File: src/rtl/fetch_queue.sv
// Instruction-fetch front end: owns the fetch PC, issues in-order imem requests under a
// credit limit, and buffers returned {pc, inst} pairs for decode, with redirect flushing.
module fetch_queue #(
  parameter int unsigned     PC_W     = 64,
  parameter int unsigned     INST_W   = 32,
  parameter int unsigned     DEPTH    = 4,
  parameter logic [PC_W-1:0] RESET_PC = '0
) (
  input  logic              clk,
  input  logic              rstPC,
  output logic              imem_req_valid,
  input  logic              imem_req_ready,
  output logic [PC_W-1:0]   imem_req_addr,
  input  logic              imem_rsp_valid,
  input  logic [INST_W-1:0] imem_rsp_inst,
  input  logic              redirect,
  input  logic [PC_W-1:0]   redirect_pc,
  input  logic              id_ready,
  output logic              if_valid,
  output logic [INST_W-1:0] if_inst,
  output logic [PC_W-1:0]   if_pc
);
  localparam int unsigned PtrW = $clog2(DEPTH);
  localparam int unsigned CntW = PtrW + 1;
  localparam logic [CntW:0] DepthCnt = (CntW + 1)'(DEPTH);

  logic [PC_W-1:0]   fetchPcQ, fetchPcD;
  logic [CntW-1:0]   countQ, countD;
  logic [CntW-1:0]   inflightQ, inflightD;
  logic [CntW-1:0]   dropQ, dropD;
  logic [PtrW-1:0]   wrPtrQ, wrPtrD;
  logic [PtrW-1:0]   rdPtrQ, rdPtrD;
  logic [PC_W-1:0]   pcMem   [DEPTH];
  logic [INST_W-1:0] instMem [DEPTH];

  logic            reqFire;
  logic            push;
  logic            pop;
  logic [CntW:0]   occupied;
  logic [PC_W-1:0] rspPc;
  logic            unusedPcBits;

  assign unusedPcBits = ^redirect_pc[1:0];

  // Buffered entries plus outstanding requests never exceed DEPTH.
  assign occupied       = {1'b0, countQ} + {1'b0, inflightQ};
  assign imem_req_valid = rstPC & ~redirect & (occupied < DepthCnt);
  assign imem_req_addr  = fetchPcQ;
  assign reqFire        = imem_req_valid & imem_req_ready;

  // Live requests are consecutive words ending just below fetchPcQ, so the oldest one's
  // PC is recovered from the in-flight count rather than stored per request.
  assign rspPc = fetchPcQ - PC_W'({inflightQ, 2'b00});

  assign if_valid = (countQ != '0);
  assign if_inst  = if_valid ? instMem[rdPtrQ] : '0;
  assign if_pc    = if_valid ? pcMem[rdPtrQ] : '0;

  assign push = imem_rsp_valid & (dropQ == '0) & ~redirect;
  assign pop  = if_valid & id_ready & ~redirect;

  always_comb begin
    fetchPcD  = fetchPcQ;
    countD    = countQ;
    inflightD = inflightQ;
    dropD     = dropQ;
    wrPtrD    = wrPtrQ;
    rdPtrD    = rdPtrQ;
    if (redirect) begin
      fetchPcD  = {redirect_pc[PC_W-1:2], 2'b00};
      countD    = '0;
      wrPtrD    = '0;
      rdPtrD    = '0;
      inflightD = '0;
      // Every live request becomes stale; a response landing now retires one of them.
      dropD     = dropQ + inflightQ - CntW'(imem_rsp_valid);
    end else begin
      if (reqFire) begin
        fetchPcD = fetchPcQ + PC_W'(4);
      end
      inflightD = inflightQ + CntW'(reqFire) - CntW'(push);
      if (imem_rsp_valid && (dropQ != '0)) begin
        dropD = dropQ - CntW'(1);
      end
      countD = countQ + CntW'(push) - CntW'(pop);
      if (push) begin
        wrPtrD = wrPtrQ + PtrW'(1);
      end
      if (pop) begin
        rdPtrD = rdPtrQ + PtrW'(1);
      end
    end
  end

  always_ff @(posedge clk) begin
    if (!rstPC) begin
      fetchPcQ  <= RESET_PC;
      countQ    <= '0;
      inflightQ <= '0;
      dropQ     <= '0;
      wrPtrQ    <= '0;
      rdPtrQ    <= '0;
    end else begin
      fetchPcQ  <= fetchPcD;
      countQ    <= countD;
      inflightQ <= inflightD;
      dropQ     <= dropD;
      wrPtrQ    <= wrPtrD;
      rdPtrQ    <= rdPtrD;
    end
  end

  always_ff @(posedge clk) begin
    if (rstPC && push) begin
      pcMem[wrPtrQ]   <= rspPc;
      instMem[wrPtrQ] <= imem_rsp_inst;
    end
  end

endmodule
File: config.mk
export PLATFORM = sky130hd
export DESIGN_NAME = fetch_queue
export DESIGN_NICKNAME = d
export VERILOG_FILES = /design/src/rtl/fetch_queue.sv
export SDC_FILE = /design/constraint.sdc
export NUM_CORES = 1
export LEC_CHECK = 0
export ABC_CLOCK_PERIOD_IN_PS = 8200
export CORE_ASPECT_RATIO = 0.9
export CORE_MARGIN = 4
export CORE_UTILIZATION = 60
export DETAILED_ROUTE_END_ITERATION = 6
export PLACE_DENSITY = 0.94
export SYNTH_ARGS = -nofsm -noshare
export SYNTH_HDL_FRONTEND = slang
export SYNTH_SLANG_ARGS = --single-unit
File: constraint.sdc
create_clock -name clk -period 8.2 [get_ports clk]
set_input_delay 1.64 -clock clk [delete_from_list [all_inputs] [get_ports clk]]
set_output_delay 1.64 -clock clk [all_outputs]
set_load 0.01 [all_outputs]
==> reports/qor.csv <==
metric,value,unit
minimum setup slack among reg-to-reg paths,4.57,ns
detailed-placement wirelength estimate,33.8,mm
GRT Overall Usage,0.281,
max-slew violations,0,
Initial Util,0.610,
Yosys top cell by area,edfxtp_1,
PortBufs,257,
RSZ-0062 raised after global routing,no,
PD cells,210,nW/um^2
switching power,0.00119,W
"EDFF count, synth",376,
DIE WIDTH,201,um
grt ovf,0,
Worst-Margin Slew,1.29,ns
fin crit period,5.12,ns
CTS tree,done,
crit end category,primary output,
first-pass detailed-route iteration total,5,
largest net degree at the start of global routing,66,
first-pass GRT wire length,80.3,mm
Yosys warnings,0,
hold_sp,rdPtrQ[1],
final WL,52.0,mm
"Seq/Total Area, Yosys",0.636,
Core Area,33100,um^2
"Arr. time, crit path",3.48,ns
CTS Sinks,453,
max_slew headroom,0.134,
Final #Nets,1747,
chip height,182,um
Root Buffer,clkbuf_16,
run status,"finished, final reports clean",
Max Cap Viol,0,
combinational fraction of design power,0.111,
"Primary FF master, synth",edfxtp_1,
H-tree Lvls,2,
DRC viols,0,
WL/cell,25.0,um
Final Cycle Share,0.624,
clock slew at reported path FFs,0.06,ns
Post-CTS Hold Fix Bufs,0,
post-route ant nets,0,
Max Clock Skew,0.0231,ns
leakage power,8.09,nW
Peak Freq,195,MHz
sequential power share,0.519,
setup violators final,0,
crit path kind,primary input to primary output,
vias per inst,6.47,
r2r endpoint,pcMem[1][44],
internal cell power,0.00393,W
vias after detailed routing,13440,
Worst Setup Start Kind,primary input,
setup TNS,0,ns
share of flip-flops with an asynchronous set or reset,0,
Synth Register Bits,453,
number of global-route vias before repair,13706,
Clock power frac,0.370,
die area,36700,um^2
Worst-Skew Late Latency,0.55,ns
Worst EP required,6.56,ns
initial antenna violation count,1,
top-area cell type share of the netlist area,0.559,
Synth Instances,1399,
Max IR drop VDD,0.000149,V
"Avg Cell Area, Syn",14.4,um^2
cells on worst reg2reg path,10,
synth top area cells,"edfxtp_1 56%, mux4_2 10%, dfxtp_1 7.6%, and2_1 3.2%, xnor2_1 2.2%",
I/O pin cnt,264,
"Hold Vio Cnt, Final",0,
share of post-route cells with drive strength above 1,0.122,
hold depth,2,
Yosys cell types,69,
Sw Ratio,0.233,
# Post-CTS Setup Buffers,0,
HP Class,register to register,
area delta synth->final,20.6,%
initial drt markers,1668,
crit path max fanout,18,
CTS buffer count,46,
r2r startpoint,imem_req_addr[2],
Resized cells post-CTS,0,
Max Root-Sink Buffers,3,
# rows,63,
WHS,0.546,ns
Netlist Area Pre-Place,20200,um^2
Final Wtd Congestion,0.885,
[synthesized netlist by cell type (5+ instances only)]
| master | number |
|---|---|
| and2_1 | 102 |
| dfxtp_1 | 77 |
| buf_1 | 17 |
| clkbuf_1 | 61 |
| nand2_1 | 68 |
| o21ai_0 | 39 |
| mux2i_1 | 5 |
| inv_1 | 29 |
| nor3_1 | 25 |
| a21oi_1 | 60 |
| nand2b_1 | 7 |
| nor2_1 | 69 |
| xnor2_1 | 50 |
| buf_2 | 8 |
| nor3_2 | 5 |
| nand4_1 | 16 |
| and4_1 | 14 |
| o22ai_1 | 8 |
| mux4_2 | 94 |
| or2_2 | 5 |
| and3_1 | 23 |
| or4_1 | 7 |
| edfxtp_1 | 376 |
| nor4_1 | 19 |
| xor2_1 | 38 |
| or3_1 | 19 |
| a32oi_1 | 6 |
| buf_4 | 12 |
| a31oi_1 | 9 |
| ha_1 | 19 |
| nand3_1 | 37 |
[metrics by stage]
| stage | cell area [um^2] | cells | total power (W) | setup WS [ns] | util |
|---|---|---|---|---|---|
| 2_1_floorplan | 20200 | 1402 | 0.00299 | 3.25 | - |
| 3_3_place_gp | 23000 | 1996 | 0.00323 | 3.12 | 0.695 |
| 3_5_place_dp | 23000 | 1996 | 0.00326 | 3.10 | 0.695 |
| 4_1_cts | 24300 | 2076 | 0.00513 | 3.08 | 0.735 |
| 5_1_grt | 24300 | 2076 | 0.00529 | 2.90 | 0.735 |
| 6_report | 24300 | 2078 | 0.00512 | 3.08 | 0.735 |
[worst max path at each step]
| stage | start | depth (start not counted) | to | slack, ns |
|---|---|---|---|---|
| 4_1_cts | register | 4 | if_pc[60] | 3.08 |
| 5_1_grt | register | 4 | if_inst[7] | 2.90 |
| 3_3_place_gp | rstPC | 5 | imem_req_valid | 3.12 |
| 6_report | rstPC | 5 | imem_req_valid | 3.08 |
| 3_5_place_dp | rstPC | 5 | imem_req_valid | 3.10 |
| 2_1_floorplan | redirect | 5 | instMem[0][0] | 3.25 |
[cell type report]
cell class,instances,area [um^2]
tap,422,528
inverter,31,116
fill,1999,8760
clock inverter,24,134
timing repair buffer,272,2680
sequential,453,12800
clock buffer,56,1210
multi-input combinational,818,6830
antenna,2,5.00
[layer usage]
metal / GRT usage / part of all wire / vias to the layer above
met2: 0.459 / 0.48 / 891
met5: 0 / 0.00021 / -
li1: - / - / 5767
met1: 0.384 / 0.37 / 6629
met4: 0.0888 / 0.034 / 2
met3: 0.0613 / 0.11 / 151
[power groups by stage]
| stage | clock, W | sequential (W) | combinational, W |
|---|---|---|---|
| detailed placement | 0 | 0.00270 | 0.000561 |
| global route | 0.00202 | 0.00266 | 0.000612 |
| CTS | 0.00191 | 0.00265 | 0.000568 |
| finish | 0.00189 | 0.00266 | 0.000570 |
| floorplan | 0 | 0.00267 | 0.000318 |
| global placement | 0 | 0.00269 | 0.000541 |
[kinds of logic after synthesis]
| group | count (synthesis) | share of synthesized area |
|---|---|---|
| AO/OA/AOI/OAI | 157 | 0.0465 |
| XOR/XNOR | 88 | 0.0382 |
| adder cells (fa/ha/maj) | 23 | 0.0157 |
| buffers and inverters | 131 | 0.0272 |
| flip-flops | 453 | 0.636 |
| multiplexers | 102 | 0.109 |
| other | 1 | 0.000186 |
| AND/OR/NAND/NOR | 444 | 0.128 |
[flip-flops by register name, indices dropped and copies added, names as in the netlist, named ones only]
name and cells:
pcMem 248, countQ 3, instMem 128, imem_req_addr 62, rdPtrQ 2, wrPtrQ 2, dropQ 3, inflightQ 3
[worst max-delay path, cell delays in order]
cell and delay [ns]:
clkdlybuf4s50_1 0.46, buf_4 0.26, nor3b_2 0.22, and3_1 0.31, clkdlybuf4s50_1 0.58
[placed cells by master, fill, tap and decap left out, types with 25 or more instances in the layout]
cell type	n
nand3_1	37
nor2_1	69
inv_1	29
xor2_1	38
edfxtp_1	376
clkbuf_16	47
xnor2_1	50
a21oi_1	60
dfxtp_1	75
nor3_1	25
and2_1	98
clkdlybuf4s50_1	256
o21ai_0	39
nand2_1	68
mux4_2	94
Note: power is estimated with default switching activity, not from simulation.
